===== src/rtl/lcd_pkg.sv =====
// lcd_pkg: shared definitions for the HD44780 line writer.
//   lcd_state_t  - sequencer states of lcd_line_writer
//   tx_phase_t   - per-byte phases of lcd_byte_tx
//   LCD_CMD_*    - HD44780 command bytes used by the init sequence and row addressing
//   init_cmd()   - init command for a given init step (0..3)
//   printable()  - maps bytes outside 0x20..0x7E to a space
//   char_at()    - extracts character idx (0 = leftmost, in the MSBs) from a 128-bit row
package lcd_pkg;

    typedef enum logic [2:0] {
        ST_PWR_WAIT,
        ST_INIT,
        ST_IDLE,
        ST_ADDR1,
        ST_ROW1,
        ST_ADDR2,
        ST_ROW2
    } lcd_state_t;

    typedef enum logic [1:0] {
        TX_IDLE,
        TX_SETUP,
        TX_PULSE,
        TX_WAIT
    } tx_phase_t;

    localparam logic [7:0] LCD_CMD_FUNC_SET   = 8'h38;  // 8-bit bus, 2 lines, 5x8 font
    localparam logic [7:0] LCD_CMD_DISP_ON    = 8'h0C;  // display on, cursor off, blink off
    localparam logic [7:0] LCD_CMD_CLEAR      = 8'h01;  // clear display (slow command)
    localparam logic [7:0] LCD_CMD_ENTRY      = 8'h06;  // increment address, no shift
    localparam logic [7:0] LCD_CMD_DDRAM_ROW1 = 8'h80;  // DDRAM address 0x00
    localparam logic [7:0] LCD_CMD_DDRAM_ROW2 = 8'hC0;  // DDRAM address 0x40

    localparam int ROW_CHARS = 16;

    function automatic logic [7:0] init_cmd(input logic [1:0] step);
        logic [7:0] cmd;
        case (step)
            2'd0:    cmd = LCD_CMD_FUNC_SET;
            2'd1:    cmd = LCD_CMD_DISP_ON;
            2'd2:    cmd = LCD_CMD_CLEAR;
            default: cmd = LCD_CMD_ENTRY;
        endcase
        return cmd;
    endfunction

    function automatic logic [7:0] printable(input logic [7:0] c);
        logic [7:0] r;
        if ((c < 8'h20) || (c > 8'h7E)) begin
            r = 8'h20;
        end else begin
            r = c;
        end
        return r;
    endfunction

    function automatic logic [7:0] char_at(input logic [127:0] line, input logic [3:0] idx);
        logic [6:0] msb;
        msb = 7'd127 - {idx, 3'b000};
        return line[msb -: 8];
    endfunction

endpackage


===== src/rtl/lcd_byte_tx.sv =====
// lcd_byte_tx: sends one byte to the HD44780 bus and waits out its execution time.
//   clk, rst     - clock, synchronous active-high reset
//   start        - 1-cycle request, accepted only while idle
//   rs, data     - register select and byte to send, captured on start
//   wait_cycles  - post-strobe wait length in clocks, captured on start (must be >= 1)
//   done         - 1-cycle pulse once the wait has elapsed
//   lcd_en       - enable strobe
//   lcd_rs       - registered register select, held until the next byte
//   lcd_data     - registered data bus, held until the next byte
//
// Timeline per byte: one setup cycle with lcd_en low, E_PULSE_CYCLES cycles
// with lcd_en high, then wait_cycles cycles with lcd_en low, then done.
// lcd_rs/lcd_data only change on start, which is only accepted after the
// previous wait, so the bus is stable around the whole strobe.
module lcd_byte_tx
    import lcd_pkg::*;
#(
    parameter int E_PULSE_CYCLES = 12,
    parameter int WAIT_W         = 20
) (
    input  logic              clk,
    input  logic              rst,
    input  logic              start,
    input  logic              rs,
    input  logic [7:0]        data,
    input  logic [WAIT_W-1:0] wait_cycles,
    output logic              done,
    output logic              lcd_en,
    output logic              lcd_rs,
    output logic [7:0]        lcd_data
);

    localparam logic [WAIT_W-1:0] E_LAST = WAIT_W'(E_PULSE_CYCLES - 1);
    localparam logic [WAIT_W-1:0] ONE    = WAIT_W'(1);

    tx_phase_t         phase;
    logic [WAIT_W-1:0] cnt;
    logic [WAIT_W-1:0] wait_len;

    always_ff @(posedge clk) begin
        if (rst) begin
            phase    <= TX_IDLE;
            cnt      <= '0;
            wait_len <= '0;
            done     <= 1'b0;
            lcd_en   <= 1'b0;
            lcd_rs   <= 1'b0;
            lcd_data <= 8'h00;
        end else begin
            done <= 1'b0;
            case (phase)
                TX_IDLE: begin
                    if (start) begin
                        lcd_data <= data;
                        lcd_rs   <= rs;
                        wait_len <= wait_cycles;
                        cnt      <= '0;
                        phase    <= TX_SETUP;
                    end
                end
                TX_SETUP: begin
                    // Bus has been driven for one full cycle; raise the strobe.
                    lcd_en <= 1'b1;
                    cnt    <= '0;
                    phase  <= TX_PULSE;
                end
                TX_PULSE: begin
                    if (cnt == E_LAST) begin
                        lcd_en <= 1'b0;
                        cnt    <= '0;
                        phase  <= TX_WAIT;
                    end else begin
                        cnt <= cnt + ONE;
                    end
                end
                TX_WAIT: begin
                    if (cnt == (wait_len - ONE)) begin
                        done  <= 1'b1;
                        cnt   <= '0;
                        phase <= TX_IDLE;
                    end else begin
                        cnt <= cnt + ONE;
                    end
                end
                default: begin
                    phase <= TX_IDLE;
                end
            endcase
        end
    end

endmodule


===== src/rtl/lcd_line_writer.sv =====
// lcd_line_writer: HD44780 8-bit init plus full 16x2 redraw on request.
//   clk, rst     - 50 MHz clock, synchronous active-high reset
//   line1_text   - top row, char i at [127-8i -: 8]
//   line2_text   - bottom row, same packing
//   update_req   - 1-cycle pulse: text changed, redraw
//   init_done    - high after the init sequence, until rst
//   busy         - high during init and while a frame is being written
//   frame_done   - 1-cycle pulse when a 34-byte frame has completed
//   lcd_data, lcd_rs, lcd_rw, lcd_en, lcd_on, lcd_blon - DE2 character-LCD pins
//
// Sequence: PWR_WAIT -> INIT(38,0C,01,06) -> IDLE -> ADDR1(80) -> ROW1(16)
// -> ADDR2(C0) -> ROW2(16) -> IDLE. Rows are taken from shadow registers
// captured when a frame starts, so mid-frame input changes never tear the
// display. Requests arriving while busy collapse into one pending frame.
module lcd_line_writer
    import lcd_pkg::*;
#(
    parameter int POWERUP_CYCLES    = 750_000,
    parameter int E_PULSE_CYCLES    = 12,
    parameter int CHAR_WAIT_CYCLES  = 2_500,
    parameter int CLEAR_WAIT_CYCLES = 100_000
) (
    input  logic         clk,
    input  logic         rst,
    input  logic [127:0] line1_text,
    input  logic [127:0] line2_text,
    input  logic         update_req,
    output logic         init_done,
    output logic         busy,
    output logic         frame_done,
    output logic [7:0]   lcd_data,
    output logic         lcd_rs,
    output logic         lcd_rw,
    output logic         lcd_en,
    output logic         lcd_on,
    output logic         lcd_blon
);

    localparam int MAX_WAIT = (POWERUP_CYCLES > CLEAR_WAIT_CYCLES) ? POWERUP_CYCLES
                                                                    : CLEAR_WAIT_CYCLES;
    localparam int WAIT_W   = $clog2(MAX_WAIT + 1);

    localparam logic [WAIT_W-1:0] PWR_LAST   = WAIT_W'(POWERUP_CYCLES - 1);
    localparam logic [WAIT_W-1:0] CHAR_WAIT  = WAIT_W'(CHAR_WAIT_CYCLES);
    localparam logic [WAIT_W-1:0] CLEAR_WAIT = WAIT_W'(CLEAR_WAIT_CYCLES);
    localparam logic [WAIT_W-1:0] ONE        = WAIT_W'(1);
    localparam logic [4:0]        LAST_CHAR  = 5'(ROW_CHARS - 1);

    lcd_state_t        state;
    logic [WAIT_W-1:0] pwr_cnt;
    logic [1:0]        init_idx;
    logic [4:0]        char_idx;
    logic [127:0]      shadow1;
    logic [127:0]      shadow2;
    logic              pending;
    logic              tx_active;   // byte issued to lcd_byte_tx, waiting for done

    logic              tx_start;
    logic              tx_rs;
    logic [7:0]        tx_data;
    logic [WAIT_W-1:0] tx_wait;
    logic              tx_done;

    // Write-only panel, permanently powered with backlight on.
    assign lcd_rw   = 1'b0;
    assign lcd_on   = 1'b1;
    assign lcd_blon = 1'b1;

    // Byte selection for the current sequencer state.
    always_comb begin
        tx_rs    = 1'b0;
        tx_data  = 8'h00;
        tx_wait  = CHAR_WAIT;
        tx_start = 1'b0;
        case (state)
            ST_INIT: begin
                tx_data = init_cmd(init_idx);
                if (tx_data == LCD_CMD_CLEAR) begin
                    tx_wait = CLEAR_WAIT;
                end
            end
            ST_ADDR1: tx_data = LCD_CMD_DDRAM_ROW1;
            ST_ROW1: begin
                tx_rs   = 1'b1;
                tx_data = printable(char_at(shadow1, char_idx[3:0]));
            end
            ST_ADDR2: tx_data = LCD_CMD_DDRAM_ROW2;
            ST_ROW2: begin
                tx_rs   = 1'b1;
                tx_data = printable(char_at(shadow2, char_idx[3:0]));
            end
            default: begin
                tx_data = 8'h00;
            end
        endcase
        // Every byte-sending state issues exactly one start, then waits for done.
        if ((state != ST_PWR_WAIT) && (state != ST_IDLE) && !tx_active) begin
            tx_start = 1'b1;
        end
    end

    always_ff @(posedge clk) begin
        if (rst) begin
            state      <= ST_PWR_WAIT;
            pwr_cnt    <= '0;
            init_idx   <= 2'd0;
            char_idx   <= 5'd0;
            shadow1    <= '0;
            shadow2    <= '0;
            pending    <= 1'b1;     // first frame after init is always drawn
            tx_active  <= 1'b0;
            init_done  <= 1'b0;
            busy       <= 1'b1;
            frame_done <= 1'b0;
        end else begin
            frame_done <= 1'b0;
            if (update_req) begin
                pending <= 1'b1;
            end
            if (tx_start) begin
                tx_active <= 1'b1;
            end
            case (state)
                ST_PWR_WAIT: begin
                    if (pwr_cnt == PWR_LAST) begin
                        pwr_cnt  <= '0;
                        init_idx <= 2'd0;
                        state    <= ST_INIT;
                    end else begin
                        pwr_cnt <= pwr_cnt + ONE;
                    end
                end
                ST_INIT: begin
                    if (tx_done) begin
                        tx_active <= 1'b0;
                        if (init_idx == 2'd3) begin
                            init_done <= 1'b1;
                            busy      <= pending | update_req;
                            state     <= ST_IDLE;
                        end else begin
                            init_idx <= init_idx + 2'd1;
                        end
                    end
                end
                ST_IDLE: begin
                    if (pending) begin
                        // The snapshot taken here already contains whatever a
                        // same-cycle update_req announced, so pending clears.
                        shadow1  <= line1_text;
                        shadow2  <= line2_text;
                        pending  <= 1'b0;
                        char_idx <= 5'd0;
                        busy     <= 1'b1;
                        state    <= ST_ADDR1;
                    end else begin
                        busy <= update_req;
                    end
                end
                ST_ADDR1: begin
                    if (tx_done) begin
                        tx_active <= 1'b0;
                        char_idx  <= 5'd0;
                        state     <= ST_ROW1;
                    end
                end
                ST_ROW1: begin
                    if (tx_done) begin
                        tx_active <= 1'b0;
                        if (char_idx == LAST_CHAR) begin
                            char_idx <= 5'd0;
                            state    <= ST_ADDR2;
                        end else begin
                            char_idx <= char_idx + 5'd1;
                        end
                    end
                end
                ST_ADDR2: begin
                    if (tx_done) begin
                        tx_active <= 1'b0;
                        char_idx  <= 5'd0;
                        state     <= ST_ROW2;
                    end
                end
                ST_ROW2: begin
                    if (tx_done) begin
                        tx_active <= 1'b0;
                        if (char_idx == LAST_CHAR) begin
                            char_idx   <= 5'd0;
                            frame_done <= 1'b1;
                            busy       <= pending | update_req;
                            state      <= ST_IDLE;
                        end else begin
                            char_idx <= char_idx + 5'd1;
                        end
                    end
                end
                default: begin
                    state <= ST_PWR_WAIT;
                end
            endcase
        end
    end

    lcd_byte_tx #(
        .E_PULSE_CYCLES (E_PULSE_CYCLES),
        .WAIT_W         (WAIT_W)
    ) u_byte_tx (
        .clk         (clk),
        .rst         (rst),
        .start       (tx_start),
        .rs          (tx_rs),
        .data        (tx_data),
        .wait_cycles (tx_wait),
        .done        (tx_done),
        .lcd_en      (lcd_en),
        .lcd_rs      (lcd_rs),
        .lcd_data    (lcd_data)
    );

endmodule

===== config.mk =====
export PLATFORM = sky130hd
export DESIGN_NAME = lcd_line_writer
export DESIGN_NICKNAME = d
export VERILOG_FILES = /design/src/rtl/lcd_pkg.sv /design/src/rtl/lcd_byte_tx.sv /design/src/rtl/lcd_line_writer.sv
export SDC_FILE = /design/constraint.sdc
export NUM_CORES = 1
export LEC_CHECK = 0
export ABC_AREA = 1
export ABC_CLOCK_PERIOD_IN_PS = 2500
export CORE_UTILIZATION = 39
export DETAILED_ROUTE_END_ITERATION = 8
export PLACE_DENSITY = 0.66
export SLEW_MARGIN = 20
export SYNTH_ARGS = -nofsm -noshare
export SYNTH_HDL_FRONTEND = slang
export SYNTH_SLANG_ARGS = --single-unit

===== constraint.sdc =====
create_clock -name clk -period 2.5 [get_ports clk]
set_input_delay 0.75 -clock clk [delete_from_list [all_inputs] [get_ports clk]]
set_output_delay 0.75 -clock clk [all_outputs]
set_load 0.02 [all_outputs]

Word level (Yosys, flattened, before mapping)

Cells that the tools add are included.

Register bits: 344
Bits of input ports: 259
Output and inout port bits: 16
Logic and storage cells: 149

Add/sub/neg operators: 6
Magnitude comparators: 4
Equality and inequality tests: 34
Shift operators: 2
Muxes and demuxes: 54
Bitwise gates (word level): 4
Reductions and logical operators: 27

Operators with widths:

| kind                                                           | count |
|---|---|
| indexed part select 135 x 8 -> 8 bit                           | 2 |
| two-way mux 20 bit                                             | 4 |
| case mux 20 bit (4 select lines)                               | 1 |
| adder 20 x 1 -> 20 bit (second input constant)                 | 2 |
| case mux 8 bit (5 select lines)                                | 1 |
| two-way mux 17 bit                                             | 2 |
| two-way mux 3 bit                                              | 10 |
| two-way mux 8 bit                                              | 3 |
| case mux 3 bit (7 select lines)                                | 1 |
| == test 20 bit                                                 | 1 |
| == test 20 bit (second input constant)                         | 1 |
| == test 20 x 4 -> 1 bit (second input constant)                | 1 |
| two-way mux 5 bit                                              | 4 |
| subtractor 20 x 1 -> 20 bit (second input constant)            | 1 |
| != test 2 x 1 -> 1 bit (second input constant)                 | 9 |
| case mux 6 bit (3 select lines)                                | 1 |
| greater-than comparator 8 x 7 -> 1 bit (second input constant) | 2 |
| < comparator 8 x 6 -> 1 bit (second input constant)            | 2 |
| two-way mux 1 bit                                              | 16 |
| case mux 5 bit (3 select lines)                                | 1 |
| != test 2 bit (second input constant)                          | 7 |
| two-way mux 2 bit                                              | 6 |
| AND reduction 10 bit                                           | 1 |
| == test 3 bit (second input constant)                          | 3 |
| 30 further kinds                                               | 49 |

Depth between registers and ports, before layout

Gate-level depths: netlist of run 1.

Depth in word-level cells: 7
Mapped depth: 17
Depth with buffers taken out: 15

Hierarchy

From an unflattened synthesis of run 1, not the netlist that was laid out.

Cell total of the unflattened synthesis: 2475
Area total of the unflattened synthesis: 16902.5 µm²

By module, submodules not included:

| module          | instances | cells each | area each (µm²) | seq. area each (µm²) |
|---|---|---|---|---|
| lcd_line_writer | 1         | 1962       | 13541.7         | 5825.6 |
| lcd_byte_tx     | 1         | 513        | 3360.7          | 1061.0 |

Least setup slack after synthesis of run 1

No wires, ideal clock.

Path kind: register to register
From: register u_byte_tx.wait_len[15]
To: register u_byte_tx.cnt[18]
Library setup time: 132 ps
Arrival time: 1893 ps
Data required time: 2368 ps
Setup slack: 475 ps
Stages on the path, launching flop included: 14
Buffers on the path: 2
Period minus slack after synthesis: 2025 ps
Cell sequence: dfxtp_1 > buf_2 > inv_1 > ha_1 > o21ai_2 > xor2_1 > nand4_1 > nor2_1 > nand3_1 > nand2_2 > nand2_4 > buf_6 > nand3b_1 > a21oi_1

Word-level cells in the longest chain between the ends: 4

RTL lines:

| item                             | line              | source |
|---|---|---|
| start, declared                  | lcd_byte_tx.sv:38 | `logic [WAIT_W-1:0] wait_len;` |
| start signal, assigned           | lcd_byte_tx.sv:56 | `wait_len <= wait_cycles;` |
| subtractor 20 x 1 -> 20 bit      | lcd_byte_tx.sv:77 | `if (cnt == (wait_len - ONE)) begin` |
| == test 20 bit                   | lcd_byte_tx.sv:77 |  |
| two-way mux 20 bit               | lcd_byte_tx.sv:77 |  |
| case mux 20 bit (4 select lines) | lcd_byte_tx.sv:51 | `case (phase)` |
| end signal, assigned             | lcd_byte_tx.sv:73 | `cnt <= cnt + ONE;` |
| end signal, assigned             | lcd_byte_tx.sv:82 | `cnt <= cnt + ONE;` |
| end, declared                    | lcd_byte_tx.sv:37 | `logic [WAIT_W-1:0] cnt;` |

Every way passes these cells.
A chain may end at the register's enable or synchronous reset.

Final worst setup path of run 1

From: register u_byte_tx.lcd_data[1]
To: output port lcd_data[1]

RTL lines:

| item                   | line                  | source |
|---|---|---|
| start, declared        | lcd_byte_tx.sv:30     | `output logic [7:0] lcd_data` |
| start signal, assigned | lcd_byte_tx.sv:54     | `lcd_data <= data;` |
| end, declared          | lcd_line_writer.sv:31 | `output logic [7:0] lcd_data,` |

No word-level cell between the ends.

==> flow_metrics.py, run 1 <==
metrics = {
    "finish": {
        "final_layout_size_suffix_gt1_frac": 0.0558,
        "num_antenna_cells": 0,
        "regArea_sq_um": 6550,
        "fill_cells": 3904,
        "layout_common_cells": "324 x dfxtp_1, 323 x o21ai_0, 320 x nand2_1",
        "final_common_cell": "dfxtp_1",
        "area_growth_pct": 27.5,
        "multi_input_area_sq_um": 7480,
        "stdcell_count": 3017,
        "nets": 2739,
    },
    "cts": {
        "h-tree-depth": 2,
        "cts_root_buf": "clkbuf_16",
        "worstSkewPairLatency_ns": 0.54,
        "cts_tree": "built",
        "cts_buffers": 37,
        "cts.sinks": 327,
        "clk_pin_slew_worst_paths_ns": 0.06,
        "cts_buffer_depth": 3,
        "cts_setup_buffers": 0,
    },
    "floorplan": {
        "core_area_sq_um": 39800,
        "die_area_sq_um": 41200,
        "die_x_microns": 203,
        "die_h_microns": 203,
        "start_util": 0.396,
        "rows": 73,
        "io_pins": 275,
    },
    "worst_hold_path": {
        "hold_class": "register to register",
    },
    "synth": {
        "synthTopCellsByArea": "dfxtp_1 42%, o21ai_0 10%, nand2_1 7.6%",
        "synth_edf_count": 0,
        "yosysTopAreaCell": "dfxtp_1",
        "synth_ff_type": "dfxtp_1",
        "ys.warnings.count": 0,
        "avgSynthCellArea_sq_um": 6.94,
        "synth_cells": 2271,
        "yosysSeqAreaShare": 0.415,
        "synth_area_sq_um": 15800,
        "async_reset_ff_frac": 0,
        "yosysTopAreaCellShare": 0.415,
        "synth_cell_types": 45,
        "synth_seq_cells": 327,
    },
    "global_routing": {
        "grt_pass1_vias": 14800,
        "grt_max_degree": 118,
        "grt_pass1_wl_microns": 77600,
        "grtUsageTotal": 0.232,
        "antenna_found_initial": 0,
        "overflow": 0,
    },
    "placed_design": {
        "place.gp.congestion": 0.867,
        "place_inst": 2950,
        "port_buffers": 271,
        "dp_hpwl_microns": 34700,
    },
    "setup_path": {
        "arrival_ns": 1.59,
        "crit_buf_inv": 1,
        "required_ns": 1.75,
        "worstSetupStartpointType": "register",
        "crit_family": "buffers and inverters",
        "crit_chain": "clkdlybuf4s50_1",
        "crit_fanout": 2,
        "path_class": "register to output port",
        "critPathCaptureType": "output port",
        "crit_slowest_cell": "clkdlybuf4s50_1",
        "cpPeakStageDelay_ns": 0.65,
    },
    "power_and_ir_drop": {
        "pwr-share-comb": 0.338,
        "seqPwrFrac": 0.339,
        "swShare": 0.359,
        "p_int_mw": 11.6,
        "power_leakage_nw": 7.69,
        "ir_worst_vdd_uv": 495,
        "clkPwrFrac": 0.323,
        "total_power_mw": 18.0,
        "switchingPower_mw": 6.46,
        "p_per_area_nw_per_um2": 897,
    },
    "timing": {
        "slew_headroom": 0.639,
        "final-setup-viol-count": 0,
        "skew_ns": 0.0279,
        "finalCritPeriodShare": 0.936,
        "worst_pin_slew_ns": 0.539,
        "tns_ns": 0,
        "drv_slew": 0,
        "rsz0062_at_grt": "false",
        "fmax_ghz": 0.427,
        "hold_viol_final": 0,
        "period_minus_slack_ns": 2.34,
    },
    "drt": {
        "via_per_inst": 5.24,
        "drtAntennaViolNets": 0,
        "routed_wl_microns": 49200,
        "drc": 0,
        "first_pass_iters": 5,
        "wl_per_cell_microns": 16.3,
        "num_vias": 15800,
        "drt_iter0_drc": 1307,
    },
    "flow_run": {
        "drv_cap": 0,
    },
    "outcome": {
        "status": "completed",
    },
}
## registers in the layout, indices dropped and copies added, names as in the netlist, 2 cells and up
register            cells
u_byte_tx.wait_len      3
pwr_cnt                20
shadow1               128
char_idx                5
u_byte_tx.cnt          20
init_idx                2
state                   3
u_byte_tx.phase         2
shadow2               128
u_byte_tx.lcd_data      8
## final timing paths
check,end,cells past startpoint,slack [ns],start
setup / recovery,lcd_data[1],1,0.16,u_byte_tx.lcd_data[1]$_SDFFE_PP0P_
hold / removal,char_idx[4]$_SDFFE_PP0P_,2,0.45,char_idx[4]$_SDFFE_PP0P_
setup reg to reg,shadow2[122]$_SDFFE_PP0P_,10,0.24,state[1]$_SDFFE_PP0P_
hold reg to reg,char_idx[4]$_SDFFE_PP0P_,2,0.45,char_idx[4]$_SDFFE_PP0P_
## area by class of cell
class,count,area share
multi-input cells,1551,0.372
flip-flops and latches,327,0.326
inverters,236,0.0447
well taps,525,0.0327
repair buffers,311,0.158
clock buffers,56,0.0572
clock inverters,11,0.00915
## routing by layer
layer / share of wire / wire, microns / global-route usage / up-vias
met3: 0.064 / 3140 / 0.0342 / 73
met1: 0.44 / 21600 / 0.308 / 7367
met2: 0.47 / 23100 / 0.389 / 546
met5: 0 / 0 / 0 / -
met4: 0.026 / 1270 / 0.0712 / 0
li1: - / - / - / 7820
## power groups by stage
stage / Clock [mW] / Combinational (mW) / Sequential, mW
2_1_floorplan: 0 / 4.34 / 6.14
3_3_place_gp: 0 / 5.96 / 6.20
3_5_place_dp: 0 / 6.06 / 6.21
4_1_cts: 5.93 / 6.09 / 6.10
5_1_grt: 6.16 / 6.79 / 6.16
6_report: 5.83 / 6.09 / 6.10
## logic make-up after synthesis
logic type      count (synthesis)  share of synthesized area
compound gates                612                      0.203
xor+xnor                       30                     0.0167
fa+ha+maj                      16                     0.0127
buf+inv                       394                      0.110
flops                         327                      0.415
other cells                     2                   0.000476
simple gates                  890                      0.242
## timing repair
item | 4_1_cts | 5_1_grt
endpoints found under the setup margin | 0 | 1
gates resized for setup | 0 | 1
hold buffers | 0 | 0
## metrics by stage
step           setup slack [ns]  utilization  instance area, sq um  hold WS (ns)
2_1_floorplan             0.475            -                 15800         0.420
3_3_place_gp              0.344        0.471                 18800         0.432
3_5_place_dp              0.300        0.471                 18800         0.436
4_1_cts                   0.147        0.505                 20100         0.446
5_1_grt                  0.0343        0.505                 20100         0.465
6_report                  0.161        0.505                 20100         0.446
## cell usage after synthesis, types with 4 or more instances
library cell / number
xnor2_1: 7
a211oi_1: 6
nand3_1: 178
o21ai_0: 323
xor2_1: 23
o21ai_1: 23
nor4_1: 5
o21a_1: 4
nand3b_1: 12
inv_2: 8
nor2_2: 5
nand4_1: 20
nand2_1: 320
nand2_2: 4
inv_1: 227
nor3_1: 21
dfxtp_1: 327
buf_1: 4
a221oi_1: 6
ha_1: 16
clkbuf_1: 85
nor2_4: 4
buf_6: 23
a21oi_1: 218
nor2_1: 311
buf_2: 39
o211ai_1: 23
buf_4: 6
No activity file was read; power rests on OpenSTA's default activity.
==> run 2: changes to the inputs <==
GPL_TIMING_DRIVEN = 0   (was unset)
SKIP_CTS_REPAIR_TIMING = 1   (was unset)
==> run 2 against run 1 <==
  * Flip-flop and latch count stayed put
  * Register-to-register slack worse by 0.19 ns
  * Sequential power hardly changed
  * Worst hold slack better by 0.0069 ns
  * Clock skew is 0.0017 ns lower
  * Maximum frequency is 4.4% lower
  * Die area stayed put
  * Wire length is 25% higher
  * Combinational power is 21% higher
  * Via count is 5.9% higher
==> flow_metrics.py, run 2 (synthesis results as in run 1) <==
metrics = {
    "outcome": {
        "status": "completed",
    },
    "finish": {
        "reg.largest.list": "shadow1 (128), shadow2 (128)",
        "area_growth_pct": 30.6,
        "final_layout_size_suffix_gt1_frac": 0.0739,
        "layout_common_cells": "325 x dfxtp_1, 318 x nand2_1, 309 x nor2_1",
        "fill_cells": 3949,
        "design_area_sq_um": 20600,
        "nets": 2858,
        "final_common_cell": "dfxtp_1",
    },
    "cts": {
        "cts_buffer_depth": 3,
        "cts_root_buf": "clkbuf_16",
        "cts_tree": "built",
        "clk_pin_slew_worst_paths_ns": 0.06,
        "h-tree-depth": 2,
        "cts_buffers": 36,
        "worstSkewPairLatency_ns": 0.55,
        "cts.sinks": 327,
    },
    "setup_path": {
        "r2r-start": "char_idx[2]$_SDFFE_PP0P_",
        "crit_buf_inv": 2,
        "crit_chain": "buf_2 > clkbuf_1 > nand3_1 > nand3_1 > nand2_1 > nor2_4 > nand4_1 > nand3_1 > nand2_1 > a21oi_1",
        "worstSetupStartpointType": "register",
        "required_ns": 2.96,
        "cpPeakStageDelay_ns": 0.59,
        "crit_family": "simple AND/OR/NAND/NOR gates",
        "crit_fanout": 10,
        "arrival_ns": 2.91,
        "critPathCaptureType": "register",
        "path_class": "register to register",
        "crit_slowest_cell": "clkbuf_1",
        "critical_path.startpoint": "char_idx[2]$_SDFFE_PP0P_",
        "crit_top_cell": "nand3_1",
    },
    "timing": {
        "hold_viol_final": 0,
        "drv_slew": 0,
        "period_minus_slack_ns": 2.45,
        "final-setup-viol-count": 0,
        "tns_ns": 0,
        "worst_pin_slew_ns": 0.715,
        "worst_slack_ns": 0.0539,
        "finalCritPeriodShare": 0.978,
        "fmax_ghz": 0.409,
        "skew_ns": 0.0262,
        "slew_headroom": 0.523,
        "finalHoldWorstSlack_ns": 0.453,
    },
    "drt": {
        "num_vias": 16700,
        "drc": 0,
        "drtAntennaViolNets": 0,
        "wl_per_cell_microns": 19.5,
        "drt_iter0_drc": 1590,
        "first_pass_iters": 5,
        "routed_wl_microns": 61300,
        "via_per_inst": 5.34,
    },
    "power_and_ir_drop": {
        "pwr-share-comb": 0.382,
        "seqPwrFrac": 0.318,
        "p_int_mw": 11.8,
        "ir_worst_vdd_uv": 565,
        "clkPwrFrac": 0.300,
        "total_power_mw": 19.2,
        "swShare": 0.387,
        "p_per_area_nw_per_um2": 935,
        "power_leakage_nw": 7.92,
        "switchingPower_mw": 7.44,
    },
    "floorplan": {
        "core_area_sq_um": 39800,
        "start_util": 0.396,
        "die_h_microns": 203,
        "io_pins": 275,
        "die_x_microns": 203,
        "rows": 73,
        "die_area_sq_um": 41200,
    },
    "placed_design": {
        "dpl-instance-area_sq_um": 19100,
        "place_ws_ns": -0.602,
        "dp_hpwl_microns": 46400,
        "place.gp.congestion": 0.955,
        "port_buffers": 271,
    },
    "flow_run": {
        "drv_cap": 0,
    },
    "global_routing": {
        "grtUsageTotal": 0.293,
        "grt_max_degree": 14,
        "antenna_found_initial": 1,
        "overflow": 0,
        "grt_pass1_vias": 16300,
        "grt_pass1_wl_microns": 92500,
    },
    "worst_hold_path": {
        "hold_path.startpoint": "shadow1[90]$_SDFFE_PP0P_",
        "hold_class": "register to register",
    },
}
==> run 2: cell types whose count changed in the layout (fill, tap and decap cells not counted), moves of 9 or more <==
cell      delta
clkbuf_1    +67
o21ai_0     -31
o21ai_1     +31
buf_6       +25
buf_2       +23
clkbuf_2    +18
buf_4       -13
buf_12      -12
clkbuf_4     +9
==> run 2: routing by layer <==
metal / track usage / vias up / part of all wire / wire length [microns]
met4: 0.119 / 0 / 0.042 / 2590
met3: 0.0597 / 166 / 0.091 / 5580
li1: - / 8069 / - / -
met2: 0.474 / 796 / 0.44 / 27200
met5: 0 / - / 0 / 0
met1: 0.380 / 7709 / 0.42 / 25900
==> run 2: area by class of cell <==
| class | instances | area (sq um) | share of cell area |
|---|---|---|---|
| Multi-Input combinational cell | 1551 | 7530 | 0.366 |
| Clock buffer | 51 | 1080 | 0.0525 |
| Timing Repair Buffer | 274 | 2740 | 0.133 |
| Clock inverter | 15 | 214 | 0.0104 |
| Antenna cell | 1 | 2.50 | 0.000122 |
| Inverter | 236 | 890 | 0.0432 |
| Tap cell | 525 | 657 | 0.0319 |
| Sequential cell | 327 | 6550 | 0.318 |
| Buffer | 157 | 921 | 0.0447 |
==> run 2: power groups by stage <==
| stage | logic (mW) | registers [mW] | clock network (mW) |
|---|---|---|---|
| after floorplan | 4.34 | 6.14 | 0 |
| after global placement | 6.81 | 6.19 | 0 |
| after detailed placement | 6.88 | 6.21 | 0 |
| after CTS | 6.92 | 6.10 | 5.82 |
| after global routing | 7.96 | 6.16 | 6.03 |
| final | 7.35 | 6.11 | 5.78 |
==> run 2: path summary, 6_finish.rpt <==
kind | end | slack, ns | cells past startpoint
max | u_byte_tx.lcd_data[3]$_SDFFE_PP0P_ | 0.05 | 10
min reg2reg | shadow1[90]$_SDFFE_PP0P_ | 0.45 | 2
max reg2reg | u_byte_tx.lcd_data[3]$_SDFFE_PP0P_ | 0.05 | 10
min | shadow1[90]$_SDFFE_PP0P_ | 0.45 | 2
==> run 2: per-stage QoR <==
stage                     cells   util
after floorplan            2272      -
after global placement     3068  0.481
after detailed placement   3068  0.481
after CTS                  3134  0.513
after global routing       3137  0.517
final                      3137  0.517
==> run 2: worst min-delay path, cell delays in order, from the launching register on <==
cell and delay (ns):
dfxtp_1 0.30, inv_1 0.06, a21oi_1 0.05
==> run 3: changes to the inputs <==
CORE_MARGIN = 5   (was unset)
==> run 3 against run 2 <==
  * Via count up 0.33%
  * Combinational power is 1% lower
  * Setup slack gained 0.043 ns
  * Die area up 8.0%
  * Core utilization shrank 0.21 points
  * Largest cell class unchanged
  * Largest power group unchanged
==> flow_metrics.py, run 3 (synthesis results as in run 1) <==
metrics = {
    "placed_design": {
        "dp_hpwl_microns": 47100,
        "port_buffers": 271,
        "place.gp.congestion": 1.02,
        "place_inst": 3068,
    },
    "cts": {
        "h-tree-depth": 2,
        "cts_tree": "built",
        "cts_buffers": 37,
        "cts_buffer_depth": 3,
        "worstSkewPairLatency_ns": 0.54,
        "cts_root_buf": "clkbuf_16",
        "clk_pin_slew_worst_paths_ns": 0.06,
        "cts.sinks": 327,
    },
    "setup_path": {
        "critical_path.startpoint": "rst",
        "path_class": "input pin to register",
        "ff2ff_setup_slack_ns": 0.11,
        "r2r-end": "u_byte_tx.lcd_data[0]$_SDFFE_PP0P_",
        "cpPeakStageDelay_ns": 0.61,
        "cp-endpoint": "shadow1[126]$_SDFFE_PP0P_",
        "crit_cells": 6,
        "reg2reg_depth": 13,
        "crit_fanout": 10,
        "required_ns": 2.90,
        "arrival_ns": 2.81,
        "critPathCaptureType": "register",
        "crit_family": "buffers and inverters",
        "crit_buf_inv": 4,
        "crit_chain": "clkdlybuf4s50_1 > clkinv_1 > clkbuf_2 > clkbuf_1 > o21ai_1 > a21oi_1",
        "crit_slowest_cell": "clkdlybuf4s50_1",
        "worstSetupStartpointType": "input pin",
        "r2r-start": "char_idx[1]$_SDFFE_PP0P_",
    },
    "finish": {
        "post-route-util": 0.515,
        "area_growth_pct": 30.0,
        "final_layout_size_suffix_gt1_frac": 0.0716,
        "final_common_cell": "dfxtp_1",
        "layout_common_cells": "326 x dfxtp_1, 319 x nand2_1, 309 x nor2_1",
        "nets": 2859,
        "reg.largest.list": "shadow1 (128), shadow2 (128)",
        "num_antenna_cells": 0,
        "stdcell_count": 3135,
    },
    "outcome": {
        "status": "completed",
    },
    "power_and_ir_drop": {
        "total_power_mw": 18.9,
        "p_per_area_nw_per_um2": 924,
        "ir_worst_vdd_uv": 645,
        "power_leakage_nw": 7.88,
    },
    "floorplan": {
        "die_x_microns": 211,
        "die_area_sq_um": 44500,
        "rows": 73,
        "io_pins": 275,
        "core_area_sq_um": 39800,
        "start_util": 0.396,
        "die_h_microns": 211,
    },
    "timing": {
        "tns_ns": 0,
        "final-setup-viol-count": 0,
        "period_minus_slack_ns": 2.40,
        "drv_slew": 0,
        "fmax_ghz": 0.416,
        "finalCritPeriodShare": 0.961,
        "skew_ns": 0.0373,
        "hold_viol_final": 0,
        "slew_headroom": 0.573,
        "worst_pin_slew_ns": 0.640,
        "finalHoldWorstSlack_ns": 0.448,
    },
    "global_routing": {
        "antenna_found_initial": 0,
        "grt_pass1_vias": 16200,
        "overflow": 0,
        "grt_max_degree": 15,
        "grtUsageTotal": 0.264,
        "grt_pass1_wl_microns": 91800,
    },
    "flow_run": {
        "drv_cap": 0,
    },
    "drt": {
        "drc": 0,
        "wl_per_cell_microns": 19.7,
        "routed_wl_microns": 61700,
        "first_pass_iters": 7,
        "drt_iter0_drc": 1517,
        "via_per_inst": 5.36,
        "num_vias": 16800,
        "drtAntennaViolNets": 0,
    },
    "worst_hold_path": {
        "hold-path-cell-count": 2,
        "hold_class": "register to register",
    },
}
run 3: cell types whose count changed in the layout (fill, tap and decap cells not counted), moves of 5 or more:
cell,delta
buf_2,+7
o21ai_1,-5
clkbuf_8,-5
buf_4,-6
run 3: per-stage QoR:
| step | cell area, sq um | worst slack [ns] |
|---|---|---|
| 2_1_floorplan | 15800 | 0.475 |
| 3_3_place_gp | 19100 | -0.762 |
| 3_5_place_dp | 19100 | -0.809 |
| 4_1_cts | 20400 | -0.201 |
| 5_1_grt | 20500 | -0.00629 |
| 6_report | 20500 | 0.0967 |
run 3: power breakdown:
group | leakage, nW | switching, mW | internal (mW)
Combinational | 4.63 | 4.85 | 2.40
Clock | 0.607 | 2.28 | 3.31
Sequential | 2.64 | 0.301 | 5.81
Total | 7.88 | 7.43 | 11.5
run 3: layout make-up:
class | count | area (sq um)
buffer | 158 | 902
clock buffer | 45 | 1010
clock inverter | 20 | 238
fill | 3972 | 19300
inverter | 236 | 886
multi-input combinational | 1551 | 7520
sequential | 327 | 6550
tap | 525 | 657
timing repair buffer | 273 | 2740
run 3: how the worst min path moves through the flow:
stage	start	to	slack, ns
6_report	char_idx[4]$_SDFFE_PP0P_	char_idx[4]$_SDFFE_PP0P_	0.45
5_1_grt	char_idx[4]$_SDFFE_PP0P_	char_idx[4]$_SDFFE_PP0P_	0.46
4_1_cts	char_idx[4]$_SDFFE_PP0P_	char_idx[4]$_SDFFE_PP0P_	0.45
3_5_place_dp	char_idx[4]$_SDFFE_PP0P_	char_idx[4]$_SDFFE_PP0P_	0.44
3_3_place_gp	char_idx[4]$_SDFFE_PP0P_	char_idx[4]$_SDFFE_PP0P_	0.43
2_1_floorplan	char_idx[4]$_SDFFE_PP0P_	char_idx[4]$_SDFFE_PP0P_	0.42
run 3: tightest hold or removal path, stage by stage, from the launching register on:
cell     delay, ns
dfxtp_1       0.31
nand2_1       0.06
a21oi_1       0.04
run 3: routing by layer:
metal	part of all wire	global-route usage	vias up
met3	0.10	0.0599	137
li1	-	-	8065
met2	0.45	0.427	852
met4	0.034	0.0894	0
met5	0	0	-
met1	0.41	0.349	7741
